### config.mk
export PLATFORM = sky130hd
export DESIGN_NAME = cpu_nibble_serial_alu
export DESIGN_NICKNAME = d
export VERILOG_FILES = /design/src/rtl/cpu_nibble_serial_alu.sv
export SDC_FILE = /design/constraint.sdc
export NUM_CORES = 1
export LEC_CHECK = 0
export CORE_ASPECT_RATIO = 0.8
export CORE_MARGIN = 10
export CORE_UTILIZATION = 45
export DETAILED_ROUTE_END_ITERATION = 12
export PLACE_DENSITY = 0.68
export RECOVER_POWER = 25
export SLEW_MARGIN = 20
export SYNTH_ARGS = -nofsm -noshare
export SYNTH_HDL_FRONTEND = slang
export SYNTH_SLANG_ARGS = --single-unit
### constraint.sdc
create_clock -name i_clk -period 4.75 [get_ports i_clk]
set_input_delay 0.475 -clock i_clk [delete_from_list [all_inputs] [get_ports i_clk]]
set_output_delay 0.475 -clock i_clk [all_outputs]
set_load 0.1 [all_outputs]
### src/rtl/cpu_nibble_serial_alu.sv
// cpu_nibble_serial_alu
// ---------------------------------------------------------------------------
// Multi-cycle ALU for the CPU datapath. It works through one 4-bit nibble per
// clock, so any multiple-of-4 operand width shares a single nibble adder.
// It supports binary/BCD ADC and SBC, AND/ORA/EOR, and ASL/LSR/ROL/ROR.
//
// Ports:
//   i_clk, i_rst_n      clock (rising edge), asynchronous active-low reset
//   i_valid / o_ready   request handshake; operands are captured on accept
//   i_op                operation (alu_op_t)
//   i_lhs, i_rhs        operands; i_rhs is the true subtrahend for SBC
//   i_carry             carry in (NOT borrow for SBC)
//   i_bcd               decimal mode, only used by ADC/SBC
//   o_valid / i_ready   result handshake; outputs hold while waiting
//   o_result            WIDTH-bit result
//   o_carry             carry out
//   o_overflow          signed overflow
//   o_zero              o_result == 0
//   o_negative          o_result MSB
// ---------------------------------------------------------------------------

package cpu_nibble_serial_alu_pkg;

    typedef enum logic [3:0] {
        OP_ADC = 4'd0,
        OP_SBC = 4'd1,
        OP_AND = 4'd2,
        OP_ORA = 4'd3,
        OP_EOR = 4'd4,
        OP_ASL = 4'd5,
        OP_LSR = 4'd6,
        OP_ROL = 4'd7,
        OP_ROR = 4'd8
    } alu_op_t;

endpackage

module cpu_nibble_serial_alu
    import cpu_nibble_serial_alu_pkg::*;
#(
    parameter int WIDTH = 8
) (
    input  logic             i_clk,
    input  logic             i_rst_n,
    input  logic             i_valid,
    output logic             o_ready,
    input  alu_op_t          i_op,
    input  logic [WIDTH-1:0] i_lhs,
    input  logic [WIDTH-1:0] i_rhs,
    input  logic             i_carry,
    input  logic             i_bcd,
    output logic             o_valid,
    input  logic             i_ready,
    output logic [WIDTH-1:0] o_result,
    output logic             o_carry,
    output logic             o_overflow,
    output logic             o_zero,
    output logic             o_negative
);

    localparam int NIB = WIDTH / 4;
    localparam int CW  = $clog2(NIB);

    // Refuse to build for widths the nibble slicing cannot handle.
    if ((WIDTH % 4) != 0 || WIDTH < 8) begin : g_width_check
        $error("cpu_nibble_serial_alu: WIDTH must be a multiple of 4 and at least 8");
    end

    typedef enum logic [1:0] {
        S_IDLE = 2'd0,
        S_RUN  = 2'd1,
        S_DONE = 2'd2
    } state_t;

    state_t           state_q, state_d;
    logic [CW-1:0]    cnt_q;
    alu_op_t          op_q;
    logic [WIDTH-1:0] lhs_q, rhs_q, res_q, result_q;
    logic             cin_q, bcd_q, chain_q;
    logic             carry_q, overflow_q;

    logic             last_nib;
    logic             msb_first;
    logic [CW-1:0]    nib_idx;
    logic [3:0]       nib_a, nib_b, digit;
    logic [4:0]       sum5;
    logic             chain_d, carry_d, ovf_d, b_msb;
    logic [WIDTH-1:0] res_d;

    assign last_nib  = (cnt_q == CW'(NIB - 1));
    // Right shifts must see the higher nibble first so its low bit can feed
    // the next nibble down through the chain bit.
    assign msb_first = (op_q == OP_LSR) || (op_q == OP_ROR);
    assign nib_idx   = msb_first ? (CW'(NIB - 1) - cnt_q) : cnt_q;
    assign nib_a     = lhs_q[{nib_idx, 2'b00} +: 4];
    assign nib_b     = rhs_q[{nib_idx, 2'b00} +: 4];

    // State register.
    always_ff @(posedge i_clk or negedge i_rst_n) begin
        if (!i_rst_n) begin
            state_q <= S_IDLE;
        end else begin
            state_q <= state_d;
        end
    end

    // Next-state logic: accept in IDLE, run NIB nibbles, hold until consumed.
    always_comb begin
        state_d = state_q;
        case (state_q)
            S_IDLE:  if (i_valid)  state_d = S_RUN;
            S_RUN:   if (last_nib) state_d = S_DONE;
            S_DONE:  if (i_ready)  state_d = S_IDLE;
            default: state_d = S_IDLE;
        endcase
    end

    // One-nibble datapath. The chain bit is the carry for arithmetic and the
    // bit crossing the nibble boundary for shifts and rotates.
    always_comb begin
        sum5    = 5'd0;
        digit   = 4'd0;
        chain_d = 1'b0;
        carry_d = 1'b0;
        case (op_q)
            OP_ADC: begin
                sum5 = {1'b0, nib_a} + {1'b0, nib_b} + {4'b0, chain_q};
                if (bcd_q) begin
                    chain_d = (sum5 > 5'd9);
                    digit   = chain_d ? (sum5[3:0] + 4'd6) : sum5[3:0];
                end else begin
                    chain_d = sum5[4];
                    digit   = sum5[3:0];
                end
                carry_d = chain_d;
            end
            OP_SBC: begin
                sum5    = {1'b0, nib_a} + {1'b0, ~nib_b} + {4'b0, chain_q};
                chain_d = sum5[4];
                digit   = (bcd_q && !sum5[4]) ? (sum5[3:0] - 4'd6) : sum5[3:0];
                carry_d = chain_d;
            end
            OP_AND: begin
                digit   = nib_a & nib_b;
                carry_d = cin_q;
            end
            OP_ORA: begin
                digit   = nib_a | nib_b;
                carry_d = cin_q;
            end
            OP_EOR: begin
                digit   = nib_a ^ nib_b;
                carry_d = cin_q;
            end
            OP_ASL, OP_ROL: begin
                digit   = {nib_a[2:0], chain_q};
                chain_d = nib_a[3];
                carry_d = chain_d;
            end
            OP_LSR, OP_ROR: begin
                digit   = {chain_q, nib_a[3:1]};
                chain_d = nib_a[0];
                carry_d = chain_d;
            end
            default: begin
                digit   = 4'd0;
                chain_d = 1'b0;
                carry_d = 1'b0;
            end
        endcase

        res_d = res_q;
        res_d[{nib_idx, 2'b00} +: 4] = digit;
    end

    // Signed overflow uses the uncorrected binary top-nibble sum even in BCD
    // mode; it is only meaningful on the last (top) nibble of ADC/SBC.
    assign b_msb = (op_q == OP_SBC) ? ~rhs_q[WIDTH-1] : rhs_q[WIDTH-1];
    assign ovf_d = ((op_q == OP_ADC) || (op_q == OP_SBC))
                   && (lhs_q[WIDTH-1] == b_msb)
                   && (sum5[3] != lhs_q[WIDTH-1]);

    // Operand capture on accept, nibble stepping during RUN, and the result
    // registers that are loaded only on the final nibble so they hold steady
    // through DONE.
    always_ff @(posedge i_clk or negedge i_rst_n) begin
        if (!i_rst_n) begin
            cnt_q      <= '0;
            op_q       <= OP_ADC;
            lhs_q      <= '0;
            rhs_q      <= '0;
            cin_q      <= 1'b0;
            bcd_q      <= 1'b0;
            chain_q    <= 1'b0;
            res_q      <= '0;
            result_q   <= '0;
            carry_q    <= 1'b0;
            overflow_q <= 1'b0;
        end else begin
            if (state_q == S_IDLE && i_valid) begin
                cnt_q   <= '0;
                op_q    <= i_op;
                lhs_q   <= i_lhs;
                rhs_q   <= i_rhs;
                cin_q   <= i_carry;
                bcd_q   <= i_bcd;
                chain_q <= (i_op == OP_ASL || i_op == OP_LSR) ? 1'b0 : i_carry;
                res_q   <= '0;
            end else if (state_q == S_RUN) begin
                cnt_q   <= cnt_q + 1'b1;
                chain_q <= chain_d;
                res_q   <= res_d;
                if (last_nib) begin
                    result_q   <= res_d;
                    carry_q    <= carry_d;
                    overflow_q <= ovf_d;
                end
            end
        end
    end

    assign o_ready    = (state_q == S_IDLE);
    assign o_valid    = (state_q == S_DONE);
    assign o_result   = result_q;
    assign o_carry    = carry_q;
    assign o_overflow = overflow_q;
    assign o_zero     = (result_q == '0);
    assign o_negative = result_q[WIDTH-1];

endmodule
==> results of run 1 <==
timing repair:
action                     CTS  global route
buffers inserted             0             2
setup endpoints to repair    0            13
hold buffers                 0             0
resized for setup            0            10
area by class of cell:
cell class,instances,area share (%)
Multi-Input combinational cell,312,51.18
Timing Repair Buffer,50,12.41
Clock inverter,2,0.3993
Tap cell,87,2.895
Clock buffer,6,2.196
Sequential cell,44,29.32
Inverter,16,1.597
worst max-delay path: cells and delay by family (launching register included):
kind                       cells  cell delay [ps]
adders and majority gates      3              900
AOI/OAI and AO/OA              8             1610
DFF                            1              470
muxes                          1              130
and+or+nand+nor                7             1230
through the flow:
stage	util (%)	instances	hold slack, ps	instance area [sq um]	setup WS (ps)
after global placement	52.71	507	456.8	3615	326.7
final	54.83	517	479.5	3760	301.1
after detailed placement	52.71	507	462.8	3615	164.3
after global routing	54.83	517	520.1	3760	6.573
after floorplan	-	394	179.4	3148	143.2
after CTS	54.13	515	371.1	3712	115.1
kinds of logic (layout without fill, tap and decap cells):
kind of cell | count (synthesis) | in the layout
AO/OA/AOI/OAI | 96 | 96
adder cells (fa/ha/maj) | 16 | 16
multiplexers | 17 | 17
flip-flops | 44 | 44
XOR/XNOR | 4 | 4
buffers and inverters | 38 | 74
AND/OR/NAND/NOR | 179 | 179
cell usage in the layout, fill, tap and decap left out, types with 6 or more instances in the layout:
| cell type | instances |
|---|---|
| a21oi_1 | 17 |
| a31oi_1 | 6 |
| and2_1 | 6 |
| buf_4 | 11 |
| clkbuf_8 | 6 |
| clkdlybuf4s50_1 | 38 |
| dfrtp_1 | 43 |
| ha_1 | 14 |
| inv_1 | 16 |
| mux2i_1 | 15 |
| nand2_1 | 103 |
| nand2b_1 | 6 |
| nor2_1 | 21 |
| nor3_1 | 9 |
| o21ai_0 | 32 |
Yosys cell counts, types with 3 or more instances:
library cell and instances:
o21ai_1 4, buf_1 3, and2_1 6, nor2_1 21, o21ai_0 33, nor3_1 10, mux2i_1 15, nand2b_1 6
a21oi_1 18, dfrtp_1 44, inv_1 16, xnor2_1 4, a31oi_1 6, nand3_1 5, o31ai_1 3, a211oi_1 5
nor3b_1 3, a22oi_1 3, nand3b_1 3, a21o_1 3, clkbuf_1 16, and3_1 4, ha_1 14, nand2_1 103
or3_1 4
worst paths after layout:
kind                       cells past startpoint  slack, ps            startpoint                      end
max in group asynchronous                      1       2320               i_rst_n      op_q[3]$_DFFE_PN0P_
hold reg to reg                                2        480  rhs_q[6]$_DFFE_PN0P_     rhs_q[6]$_DFFE_PN0P_
setup reg to reg                              19        300   op_q[3]$_DFFE_PN0P_  o_result[7]$_DFFE_PN0P_
setup / recovery                              19        300   op_q[3]$_DFFE_PN0P_  o_result[7]$_DFFE_PN0P_
min in group asynchronous                      1        900               i_rst_n      o_carry$_DFFE_PN0P_
hold / removal                                 2        480  rhs_q[6]$_DFFE_PN0P_     rhs_q[6]$_DFFE_PN0P_
flip-flops by register name, summed over array words and instances, names as in the netlist:
register	cells
bcd_q	1
chain_q	1
cin_q	1
cnt_q	1
lhs_q	8
o_carry	1
o_overflow	1
o_result	8
op_q	4
res_q	8
rhs_q	8
state_q	2
metal layers:
layer | routed length [microns] | vias to the layer above | GRT usage, %
li1 | - | 1430 | -
met1 | 4132 | 1351 | 22.67
met2 | 3993 | 67 | 27.00
met3 | 496 | 8 | 3.676
met4 | 66 | 0 | 3.376
met5 | 0 | - | 0
==> results by group, run 1 <==
Detailed routing
  • DR pass1 iterations: 4
  • DR vias/cell: 5.524
  • DRC Markers: 0
  • Via count: 2856
  • Final WL: 8.690 mm
  • Initial DRC Count: 181
  • Avg WL per Cell: roughly 17 microns
  • ANT nets after route: 0

Setup path
  • Crit-path slowest cell: dfrtp_2
  • Worst-path fanout max: 8
  • Worst setup EP type: flip-flop
  • WP data arrival: 4660 ps
  • Crit path kind: flip-flop to flip-flop
  • CP peak stage delay: roughly 470 ps
  • Worst Path Required: 4960 ps
  • Startpoint class of the critical path: flip-flop
  • Most used cell along the critical path: a21oi_1
  • Worst-path cell chain: and4bb_4, nor3b_2, nor2_1, nor2_1, a21oi_1, ha_1, ha_1, nand2b_1, a21oi_1, mux2i_1, and2_1, fa_2, a21o_1, a21oi_1, nor3_2, a311oi_1, o2111ai_2, a211oi_2, o21ai_1

Synthesis
  • Synthesized area per cell: 7.990 sq um
  • XOR/XNOR share of the synthesized area: 1.113%
  • Post-synth ARST share: 100.0%
  • Simple logic cell fraction of the synthesized area: a little over a quarter
  • Library cells used by synthesis: approximately 60
  • Synth Instances: approximately 400
  • Multiplexer share of the synthesized area: 5.485%
  • Post-synth EDFFs: 0
  • Register bit total from synthesis: 44
  • Combinational family with the most area after synthesis: simple AND/OR/NAND/NOR gates
  • Area leader, netlist: dfrtp_1
  • Most used flip-flop cell after synthesis: dfrtp_1
  • Synthesized Nets: ~440
  • Sequential area share after synthesis: 34.98%
  • Ranking of synthesized cells by area: dfrtp_1 35%, nand2_1 12%, ha_1 5.6%, o21ai_0 5.2%, mux2i_1 4.8%
  • Adder-Cell Fraction of Synth Area: around 6.8%
  • Compound-gate portion of the synthesized area: between 10% and 20%
  • Synthesized cell area: 3148 sq um
  • Synth top area share: 34.98%
  • Yosys Warn Count: 0

Layout
  • Filler cells: roughly 670
  • Final net count: 471
  • Layout cell share with drive strength beyond 1: 9.767%
  • Number of diodes: 0
  • Multi-input combinational cell area: 1924 sq um
  • Sequential standard cell area: 1102 sq um
  • Area growth from synthesis to layout: 19.44%

Clock network
  • CTS tree: yes
  • Clk buf depth: 2
  • Root Driver: clkbuf_8
  • Clock sink total: 44
  • Cts bufs inserted: 5
  • Clock-pin transition on the worst setup and hold timing paths: about 90 ps
  • Worst skew pair latency: between 300 and 400 ps
  • Htree depth: 2

Floorplanning
  • IO Count: 40
  • Die W: 113.5 microns
  • Initial Util: between 40% and 50%
  • Die height: 94.81 microns
  • Die ar.: around 11000 sq um
  • Num rows: 27
  • CORE AREA: between 6000 and 7000 sq um

Global route
  • All-Layer GR Usage: 16.77%
  • Vias in the first global route: 2767
  • Initial antenna violation count: 0
  • GR Overflow Total: 0
  • Largest net degree at the start of global routing: between 40 and 50
  • First-pass GRT wire length: 14.66 mm

Job
  • Max Cap Viol: 1

STA
  • Final Hold Fails: 0
  • Worst Max-Slew Pin Slew: 2416 ps
  • RSZ-0062 raised after global routing: no
  • Crit share post-route: 93.66%
  • Fmax: 224.8 MHz
  • Final setup viols: 0
  • Fin Clk Skew: 10.31 ps
  • Max-slew headroom: -61.10%
  • Max Slew Vio Count: 45
  • Final TNS setup: 0 ps
  • Final min period: 4449 ps

Placement
  • Post-DP HPWL: 6.635 mm
  • Port bufs: 39
  • Final GP Congestion: approximately 0.89

Outcome
  • Violated checks: capacitance limit, slew limit
  • Outcome: complete, but fails checks

Worst hold path
  • Hold WC Path Type: flip-flop to flip-flop
Power of run 1 is left out: the tool's default activity adds up to more than one toggle a clock period on the data nets, which glitch-free logic cannot reach.
==> inputs of run 2 (changes only) <==
Settings changed: SKIP_CTS_REPAIR_TIMING from default to 1.
==> results of run 2 <==
Same layout as run 1: the final DEF is identical, and so are final timing and power.
Power of run 2 is left out for the same reason.
==> inputs of run 3 (changes only) <==
Settings changed: ABC_CLOCK_PERIOD_IN_PS from default to 4750, CORE_MARGIN 10 to 8, SKIP_LAST_GASP from default to 1.
==> results by group, run 3 (same netlist as run 1, synthesis figures left out) <==
Global route
  • Vias in the first global route: 2725 (-1.5%)
  • All-Layer GR Usage: 17.55% (+0.77 points)
  • GR Overflow Total: 0 (unchanged)
  • Initial antenna violation count: 0 (unchanged)
  • Largest net degree at the start of global routing: 45 (unchanged)
  • First-pass GRT wire length: 13.94 mm (-4.9%)

Clock network
  • Cts bufs inserted: 5 (unchanged)
  • Htree depth: 2 (unchanged)
  • Clk buf depth: 2 (unchanged)
  • Root Driver: clkbuf_8
  • Worst skew pair latency: 310 ps (about the same)
  • CTS tree: yes
  • Clock sink total: 44 (unchanged)
  • Clock-pin transition on the worst setup and hold timing paths: 90 ps (about the same)

Floorplanning
  • Die W: 109.5 microns (-3.5%)
  • CORE AREA: 6824 sq um (-0.49%)
  • Num rows: 27 (unchanged)
  • Die ar.: 9945 sq um (-7.6%)
  • Initial Util: 46.13% (+0.23 points)
  • Die height: 90.81 microns (-4.2%)
  • IO Count: 40 (unchanged)

Placement
  • Port bufs: 39 (unchanged)
  • Final GP Congestion: 0.9192 (+3.0%)
  • Post-DP HPWL: 6.363 mm (-4.1%)
  • Pre-CTS WS: 83.65 ps (-80.60 ps)

Layout
  • Most frequent cells in the layout: 103 x nand2_1, 43 x dfrtp_1, 38 x clkdlybuf4s50_1
  • Number of diodes: 0 (unchanged)
  • Multi-input combinational cell area: 1912 sq um (-0.65%)
  • Layout cell share with drive strength beyond 1: 8.197% (-1.6 points)
  • Final net count: 468 (-0.64%)
  • Sequential standard cell area: 1102 sq um (unchanged)
  • Area growth from synthesis to layout: 18.32%
  • Most common cell after layout, fill and taps aside: nand2_1
  • Filler cells: 665 (-1.0%)

STA
  • Fin Clk Skew: 12.38 ps (+2.068 ps)
  • Max-slew headroom: -60.47% (+0.63 points)
  • Hold Slack: 478.6 ps (-0.8970 ps)
  • Final setup viols: 0 (unchanged)
  • Worst Max-Slew Pin Slew: 2407 ps (-9.453 ps)
  • Final TNS setup: 0 ps (unchanged)
  • Fmax: 223.8 MHz (-0.45%)
  • Final Hold Fails: 0 (unchanged)
  • Max Slew Vio Count: 45 (unchanged)
  • Crit share post-route: 94.09% (+0.43 points)
  • Final min period: 4469 ps (+20.23 ps)
  • Post-route worst setup slack: 280.9 ps (-20.23 ps)

Job
  • Max Cap Viol: 1 (unchanged)

Detailed routing
  • Via count: 2910 (+1.9%)
  • Final WL: 8.355 mm (-3.9%)
  • ANT nets after route: 0 (unchanged)
  • DRC Markers: 0 (unchanged)
  • Avg WL per Cell: 16.25 microns (-3.3%)
  • DR pass1 iterations: 4 (unchanged)
  • Initial DRC Count: 170 (-6.1%)
  • DR vias/cell: 5.661 (+2.5%)

Setup path
  • Startpoint class of the critical path: flip-flop
  • WP data arrival: 4690 ps (+30 ps)
  • Worst-path fanout max: 8 (unchanged)
  • Worst setup EP type: flip-flop
  • Worst Path Required: 4970 ps (about the same)
  • Crit path kind: flip-flop to flip-flop

Outcome
  • Violated checks: capacitance limit, slew limit
  • Outcome: complete, but fails checks

Worst hold path
  • Hold WC Path Type: flip-flop to flip-flop
==> run 3: stage by stage <==
step / std cells / utilization [%] / area [sq um]
2_1_floorplan: 394 / - / 3148
3_3_place_gp: 505 / 52.75 / 3600
3_5_place_dp: 505 / 52.75 / 3600
4_1_cts: 513 / 54.18 / 3697
5_1_grt: 514 / 54.58 / 3725
6_report: 514 / 54.58 / 3725
==> run 3: path summary, 6_finish.rpt <==
kind / startpoint / depth (start not counted) / endpoint / slack [ps]
setup / recovery: op_q[3]$_DFFE_PN0P_ / 19 / res_q[3]$_DFFE_PN0P_ / 280
hold / removal: rhs_q[1]$_DFFE_PN0P_ / 2 / rhs_q[1]$_DFFE_PN0P_ / 480
setup reg to reg: op_q[3]$_DFFE_PN0P_ / 19 / res_q[3]$_DFFE_PN0P_ / 280
hold reg to reg: rhs_q[1]$_DFFE_PN0P_ / 2 / rhs_q[1]$_DFFE_PN0P_ / 480
max in group asynchronous: i_rst_n / 1 / op_q[0]$_DFFE_PN0P_ / 2320
min in group asynchronous: i_rst_n / 1 / rhs_q[5]$_DFFE_PN0P_ / 890
==> run 3: layout make-up <==
cell class / instances / share of cell area (%)
clock buffers: 6 / 2.217
multi-input cells: 312 / 51.33
inverters: 16 / 1.612
flip-flops and latches: 44 / 29.59
clock inverters: 2 / 0.4031
repair buffers: 47 / 11.92
well taps: 87 / 2.922
==> run 3: critical path, cell delays in order (launching register included) <==
cell,delay [ps]
dfrtp_1,470
and4bb_4,410
o21ba_1,190
or2_1,160
mux2i_1,190
ha_1,260
ha_1,210
nand2b_1,160
a21oi_1,130
mux2i_1,140
and2_1,190
fa_2,540
inv_1,70
ha_1,190
nand2b_1,150
nor3_1,190
a21bo_2,260
o2111ai_2,120
a21oi_1,110
o31ai_1,240
==> run 3: per-layer routing <==
layer	up-vias	wire (microns)	global-route usage, %
met5	-	0	0
met1	1379	3927	24.43
li1	1428	-	-
met3	11	614	3.638
met4	0	110	4.265
met2	92	3702	26.78
Power of run 3 is left out for the same reason.
